File: src/rtl/seg_scanner.sv
// seg_scanner: eight-digit multiplexed seven-segment display scanner.
//
// Shows a 32-bit hex value on eight common-anode digits, one digit at a time.
// Before each digit is lit, all anodes are switched off for a short time so
// the old segment pattern does not ghost onto the next digit. A new value is
// held in a pending register and only becomes visible at a frame boundary,
// so a frame never shows a mix of old and new digits.
//
// Ports:
//   sysCLK     in   1  system clock
//   reset      in   1  asynchronous, active-low reset
//   load       in   1  strobe: capture value/dp_mask into the pending register
//   value      in  32  hex digits; digit i = value[4i+3:4i], shown on AN[i]
//   dp_mask    in   8  bit i lights the decimal point of digit i
//   blank_lz   in   1  level: suppress leading zeros when 1
//   Cx         out  8  segments, active-low; bit 7 = DP, bits 6:0 = g..a
//   AN         out  8  anodes, active-low; at most one bit low at a time
//   frame_done out  1  pulse on the last SHOW cycle of digit 7
module seg_scanner #(
  parameter int SCAN_DIV  = 100_000,
  parameter int BLANK_CYC = 16
) (
  input  logic        sysCLK,
  input  logic        reset,
  input  logic        load,
  input  logic [31:0] value,
  input  logic [7:0]  dp_mask,
  input  logic        blank_lz,
  output logic [7:0]  Cx,
  output logic [7:0]  AN,
  output logic        frame_done
);

  localparam int MAX_CYC = (SCAN_DIV > BLANK_CYC) ? SCAN_DIV : BLANK_CYC;
  localparam int CW      = (MAX_CYC > 1) ? $clog2(MAX_CYC) : 1;

  localparam logic [CW-1:0] SHOW_LAST  = CW'(SCAN_DIV - 1);
  localparam logic [CW-1:0] BLANK_LAST = CW'(BLANK_CYC - 1);

  localparam logic [0:0] ST_BLANK = 1'b0;
  localparam logic [0:0] ST_SHOW  = 1'b1;

  logic [0:0]    state_reg, state_next;
  logic [CW-1:0] cnt_reg, cnt_next;
  logic [2:0]    idx_reg, idx_next;
  logic [31:0]   active_reg, active_next;
  logic [7:0]    act_dp_reg, act_dp_next;
  logic [31:0]   pend_reg, pend_next;
  logic [7:0]    pend_dp_reg, pend_dp_next;
  logic          pend_valid_reg, pend_valid_next;
  logic [7:0]    an_reg, an_next;
  logic [7:0]    cx_reg, cx_next;
  logic          fd_reg, fd_next;

  logic          blank_end, show_end, wrap;
  logic [3:0]    digit;
  logic [7:0]    lz;

  function automatic logic [6:0] seg7(input logic [3:0] hex);
    logic [6:0] s;
    case (hex)
      4'h0: s = 7'h40;  4'h1: s = 7'h79;  4'h2: s = 7'h24;  4'h3: s = 7'h30;
      4'h4: s = 7'h19;  4'h5: s = 7'h12;  4'h6: s = 7'h02;  4'h7: s = 7'h78;
      4'h8: s = 7'h00;  4'h9: s = 7'h10;  4'hA: s = 7'h08;  4'hB: s = 7'h03;
      4'hC: s = 7'h46;  4'hD: s = 7'h21;  4'hE: s = 7'h06;  default: s = 7'h0E;
    endcase
    return s;
  endfunction

  // Digit i is a leading zero when every digit from 7 down to i is zero.
  // Digit 0 always shows, so a zero value still displays "0".
  assign lz[0] = 1'b0;
  generate
    for (genvar gi = 1; gi < 8; gi++) begin : g_lz
      assign lz[gi] = blank_lz && (active_reg[31:4*gi] == '0);
    end
  endgenerate

  assign digit     = active_reg[{idx_reg, 2'b00} +: 4];
  assign blank_end = (state_reg == ST_BLANK) && (cnt_reg == BLANK_LAST);
  assign show_end  = (state_reg == ST_SHOW) && (cnt_reg == SHOW_LAST);
  assign wrap      = show_end && (idx_reg == 3'd7);

  always_comb begin
    state_next      = state_reg;
    cnt_next        = cnt_reg + 1'b1;
    idx_next        = idx_reg;
    active_next     = active_reg;
    act_dp_next     = act_dp_reg;
    pend_next       = pend_reg;
    pend_dp_next    = pend_dp_reg;
    pend_valid_next = pend_valid_reg;
    an_next         = an_reg;
    cx_next         = cx_reg;

    // AN/Cx are computed only on phase transitions and held in between, so
    // blank_lz and the active value are effectively sampled per digit.
    if (blank_end) begin
      state_next = ST_SHOW;
      cnt_next   = '0;
      an_next    = ~(8'b1 << idx_reg);
      cx_next    = {~act_dp_reg[idx_reg], lz[idx_reg] ? 7'h7F : seg7(digit)};
    end else if (show_end) begin
      state_next = ST_BLANK;
      cnt_next   = '0;
      idx_next   = idx_reg + 3'd1;
      an_next    = 8'hFF;
      cx_next    = 8'hFF;
    end

    // A load landing on the wrap cycle bypasses pending and goes live at once.
    if (wrap) begin
      if (load) begin
        active_next = value;
        act_dp_next = dp_mask;
      end else if (pend_valid_reg) begin
        active_next = pend_reg;
        act_dp_next = pend_dp_reg;
      end
      pend_valid_next = 1'b0;
    end else if (load) begin
      pend_next       = value;
      pend_dp_next    = dp_mask;
      pend_valid_next = 1'b1;
    end

    // Registered pulse: high while the scan sits in the wrap cycle.
    fd_next = (state_next == ST_SHOW) && (cnt_next == SHOW_LAST) && (idx_next == 3'd7);
  end

  always_ff @(posedge sysCLK or negedge reset) begin
    if (!reset) begin
      state_reg      <= ST_BLANK;
      cnt_reg        <= '0;
      idx_reg        <= 3'd0;
      active_reg     <= 32'h0;
      act_dp_reg     <= 8'h0;
      pend_reg       <= 32'h0;
      pend_dp_reg    <= 8'h0;
      pend_valid_reg <= 1'b0;
      an_reg         <= 8'hFF;
      cx_reg         <= 8'hFF;
      fd_reg         <= 1'b0;
    end else begin
      state_reg      <= state_next;
      cnt_reg        <= cnt_next;
      idx_reg        <= idx_next;
      active_reg     <= active_next;
      act_dp_reg     <= act_dp_next;
      pend_reg       <= pend_next;
      pend_dp_reg    <= pend_dp_next;
      pend_valid_reg <= pend_valid_next;
      an_reg         <= an_next;
      cx_reg         <= cx_next;
      fd_reg         <= fd_next;
    end
  end

  assign AN         = an_reg;
  assign Cx         = cx_reg;
  assign frame_done = fd_reg;

endmodule

File: config.mk
export PLATFORM = sky130hd
export DESIGN_NAME = seg_scanner
export DESIGN_NICKNAME = d
export VERILOG_FILES = /design/src/rtl/seg_scanner.sv
export SDC_FILE = /design/constraint.sdc
export NUM_CORES = 1
export LEC_CHECK = 0
export CORE_MARGIN = 2
export CORE_UTILIZATION = 57
export DETAILED_ROUTE_END_ITERATION = 8
export PLACE_DENSITY_LB_ADDON = 0.08
export SETUP_SLACK_MARGIN = 0.3
export SYNTH_ARGS = -nofsm -noshare
export SYNTH_HDL_FRONTEND = slang
export SYNTH_SLANG_ARGS = --single-unit
File: constraint.sdc
create_clock -name sysCLK -period 3.4 [get_ports sysCLK]
set_input_delay 0.68 -clock sysCLK [delete_from_list [all_inputs] [get_ports sysCLK]]
set_output_delay 0.68 -clock sysCLK [all_outputs]
set_load 0.01 [all_outputs]
==> flow_summary.ini <==
[outcome]
status = finished, final reports clean

[synth]
synth_fp_nets = 516
synth_edf_count = 0
ys_types = 56
ys_warn_count = 0
ys.flop_type = dfrtp_1
synth.avg_cell_area_sq_um = 13.3
async_reset_ff_share_pct = 100
synth_area_sq_um = 6110
yosysSeqAreaShare_pct = 49.1
ys_seq_elements = 119
synthCells = 459

[clock_tree]
cts_max_path_buffers = 2
htreeDepth = 4
worstSkewPairLatency_ns = 0.53
hold_buffers = 0
clkTransAtPathRegs_ns = 0.06
cts_resized = 0
cts-root-buf = clkbuf_8
cts.sinks = 119
cts_made_buffers = 17
cts_tree = built
cts_setup_buffers = 0

[drt]
drc = 0
vias = 3948
viasPerCell = 5.92
wl_per_cell_um = 19.1
drt-pass1-iter-count = 6
antenna_left = 0
routed_wl_mm = 12.8
drt-initial-drc-count = 185

[floorplanning]
start_util_pct = 58.9
rows = 37
dieWidth_um = 108
fp.dieH_um = 108
die-area_sq_um = 11600
ios = 61
core_sq_um = 10400

[flow_run]
maxCapViolCount = 0

[pwr]
combPwrFrac_pct = 6.6
peakVddDrop_uv = 399
power_frac_seq_pct = 43.0
p_per_area_nw_per_um2 = 471
power_frac_clock_pct = 50.4
power_switching_share_pct = 20.7
intPower_mw = 2.75
power_leakage_nw = 3.25
p_switching_mw = 0.717

[global_route]
grt_max_degree = 65
grt_pass1_vias = 4175
antenna_found_initial = 0
gr-total-overflow = 0
grt_pass1_wl_mm = 21.6
grt_util_all_layers_pct = 24.5

[setup_path]
worstSetupPathType = register to register
path_max_fanout = 11
cp.required_ns = 3.85
arrival_ns = 3.28
end_kind = register
critPathLaunchType = register

[final_layout]
multi_input_area_sq_um = 2900
antenna_cells = 0
drive_gt1_share_pct = 36.2
regArea_sq_um = 3000
area_delta_synth_final_pct = 20.6
n_fill_cell = 747
nNetsFinal = 577

[timing]
rsz0062_at_grt = no
worstMarginPinSlew_ns = 0.947
final_hold_viol_count = 0
min_period_ns = 2.83
fin_crit_sh_pct = 83.2
drv_slew = 0
setup_tns_ns = 0
worst_hold_slack_ns = 0.255
finClkSkew_ns = 0.0106
relSlewSlack_pct = 35.1
max_freq_mhz = 353
finalSetupViolCount = 0

[placed_design]
dp_hpwl_mm = 8.82
gp_congestion = 0.933
io_buffers = 60

[min_path]
hp-class = input port to asynchronous set/reset pin
-- final timing paths --
| kind | start | endpoint | slack [ns] | depth (start not counted) |
|---|---|---|---|---|
| worst max-delay path | idx_reg[2]$_DFF_PN0_ | Cx[0]$_DFFE_PN1P_ | 0.57 | 6 |
| worst min-delay path | reset | pend_reg[9]$_DFFE_PN0P_ | 0.26 | 1 |
| worst max register to register | idx_reg[2]$_DFF_PN0_ | Cx[0]$_DFFE_PN1P_ | 0.57 | 6 |
| worst min register to register | pend_reg[14]$_DFFE_PN0P_ | pend_reg[14]$_DFFE_PN0P_ | 0.48 | 1 |
| max in group asynchronous | reset | pend_reg[30]$_DFFE_PN0P_ | 2.39 | 2 |
| min in group sysCLK | pend_reg[14]$_DFFE_PN0P_ | pend_reg[14]$_DFFE_PN0P_ | 0.48 | 1 |
-- cell usage in the layout (no fill, tap or decap), types with 6 or more instances in the layout --
cell type          n
a31oi_1            8
inv_1              8
ha_1              13
mux4_2            10
nor3_1            15
mux2i_1           10
clkdlybuf4s50_1   58
nand4_1            6
clkbuf_16         16
dfstp_2           16
xnor2_1           10
nand2_1           14
mux2_4            12
a21oi_1            9
dfrtp_1          103
a2bb2oi_1          6
mux2_2           107
nor2_1            13
buf_4              8
-- power groups by stage --
stage	sequential [mW]	clock (mW)	combinational, mW
6_report	1.49	1.75	0.231
5_1_grt	1.49	1.84	0.252
2_1_floorplan	1.51	0	0.128
3_5_place_dp	1.51	0	0.233
4_1_cts	1.49	1.77	0.235
3_3_place_gp	1.51	0	0.229
-- synthesized netlist by cell type (3+ instances only) --
cell type,number,area (sq um)
nand2_1,14,52.6
nor2_1,13,48.8
a21oi_1,9,45.0
buf_6,9,101
nand4_1,6,37.5
and4_1,5,43.8
o21ai_0,4,20.0
xor2_1,5,43.8
or3_1,3,18.8
ha_1,13,163
or4_1,4,30.0
nor4_1,5,31.3
nor3_1,15,75.1
dfstp_2,16,420
mux4_2,10,225
clkbuf_1,8,30.0
nor3b_1,4,30.0
and3_1,5,31.3
or2_2,3,18.8
a2bb2oi_1,6,52.6
buf_2,7,35.0
mux2_2,107,1200
xnor2_1,10,87.6
a31oi_1,8,50.1
dfrtp_1,103,2580
mux2_4,12,180
inv_1,8,30.0
mux2i_1,10,100
nand3_1,5,25.0
-- stage by stage --
step	total power [mW]	utilization [%]	std cells	cell area [sq um]	worst slack, ns
2_1_floorplan	1.63	-	459	6110	0.982
3_3_place_gp	1.74	65.4	637	6780	0.741
3_5_place_dp	1.75	65.4	637	6780	0.633
4_1_cts	3.50	71.0	667	7360	0.592
5_1_grt	3.59	71.0	667	7360	0.360
6_report	3.47	71.0	667	7360	0.570
-- worst max-delay path: stages (launching register included) --
cell and delay, ns:
dfrtp_1 0.57, buf_4 0.28, mux4_2 0.52, mux2i_1 0.76
xnor2_1 0.15, a211o_1 0.34, a2bb2oi_1 0.13
-- kinds of logic after synthesis --
logic type,count (synthesis),share of synthesized area [%]
xor gates and xnor gates,15,2.15
buffers and inverters,36,3.59
DFF,119,49.1
AOI/OAI and AO/OA,40,4.57
and+or+nand+nor,94,9.32
muxes,142,28.6
adders and majority gates,13,2.66
-- metal layers --
layer	track usage, %	wire, um	vias up
li1	-	-	1820
met1	32.4	5790	2004
met2	39.4	6230	93
met3	4.96	429	31
met4	10.9	306	0
met5	0	0	-
-- area by class of cell --
cell class / count / area share, %
Clock inverter: 8 / 1.68
Clock buffer: 22 / 6.15
Sequential cell: 119 / 40.7
Multi-Input combinational cell: 304 / 39.4
Timing Repair Buffer: 69 / 9.31
Tap cell: 136 / 2.31
Inverter: 9 / 0.459
Power figures use the tool's default switching activity.
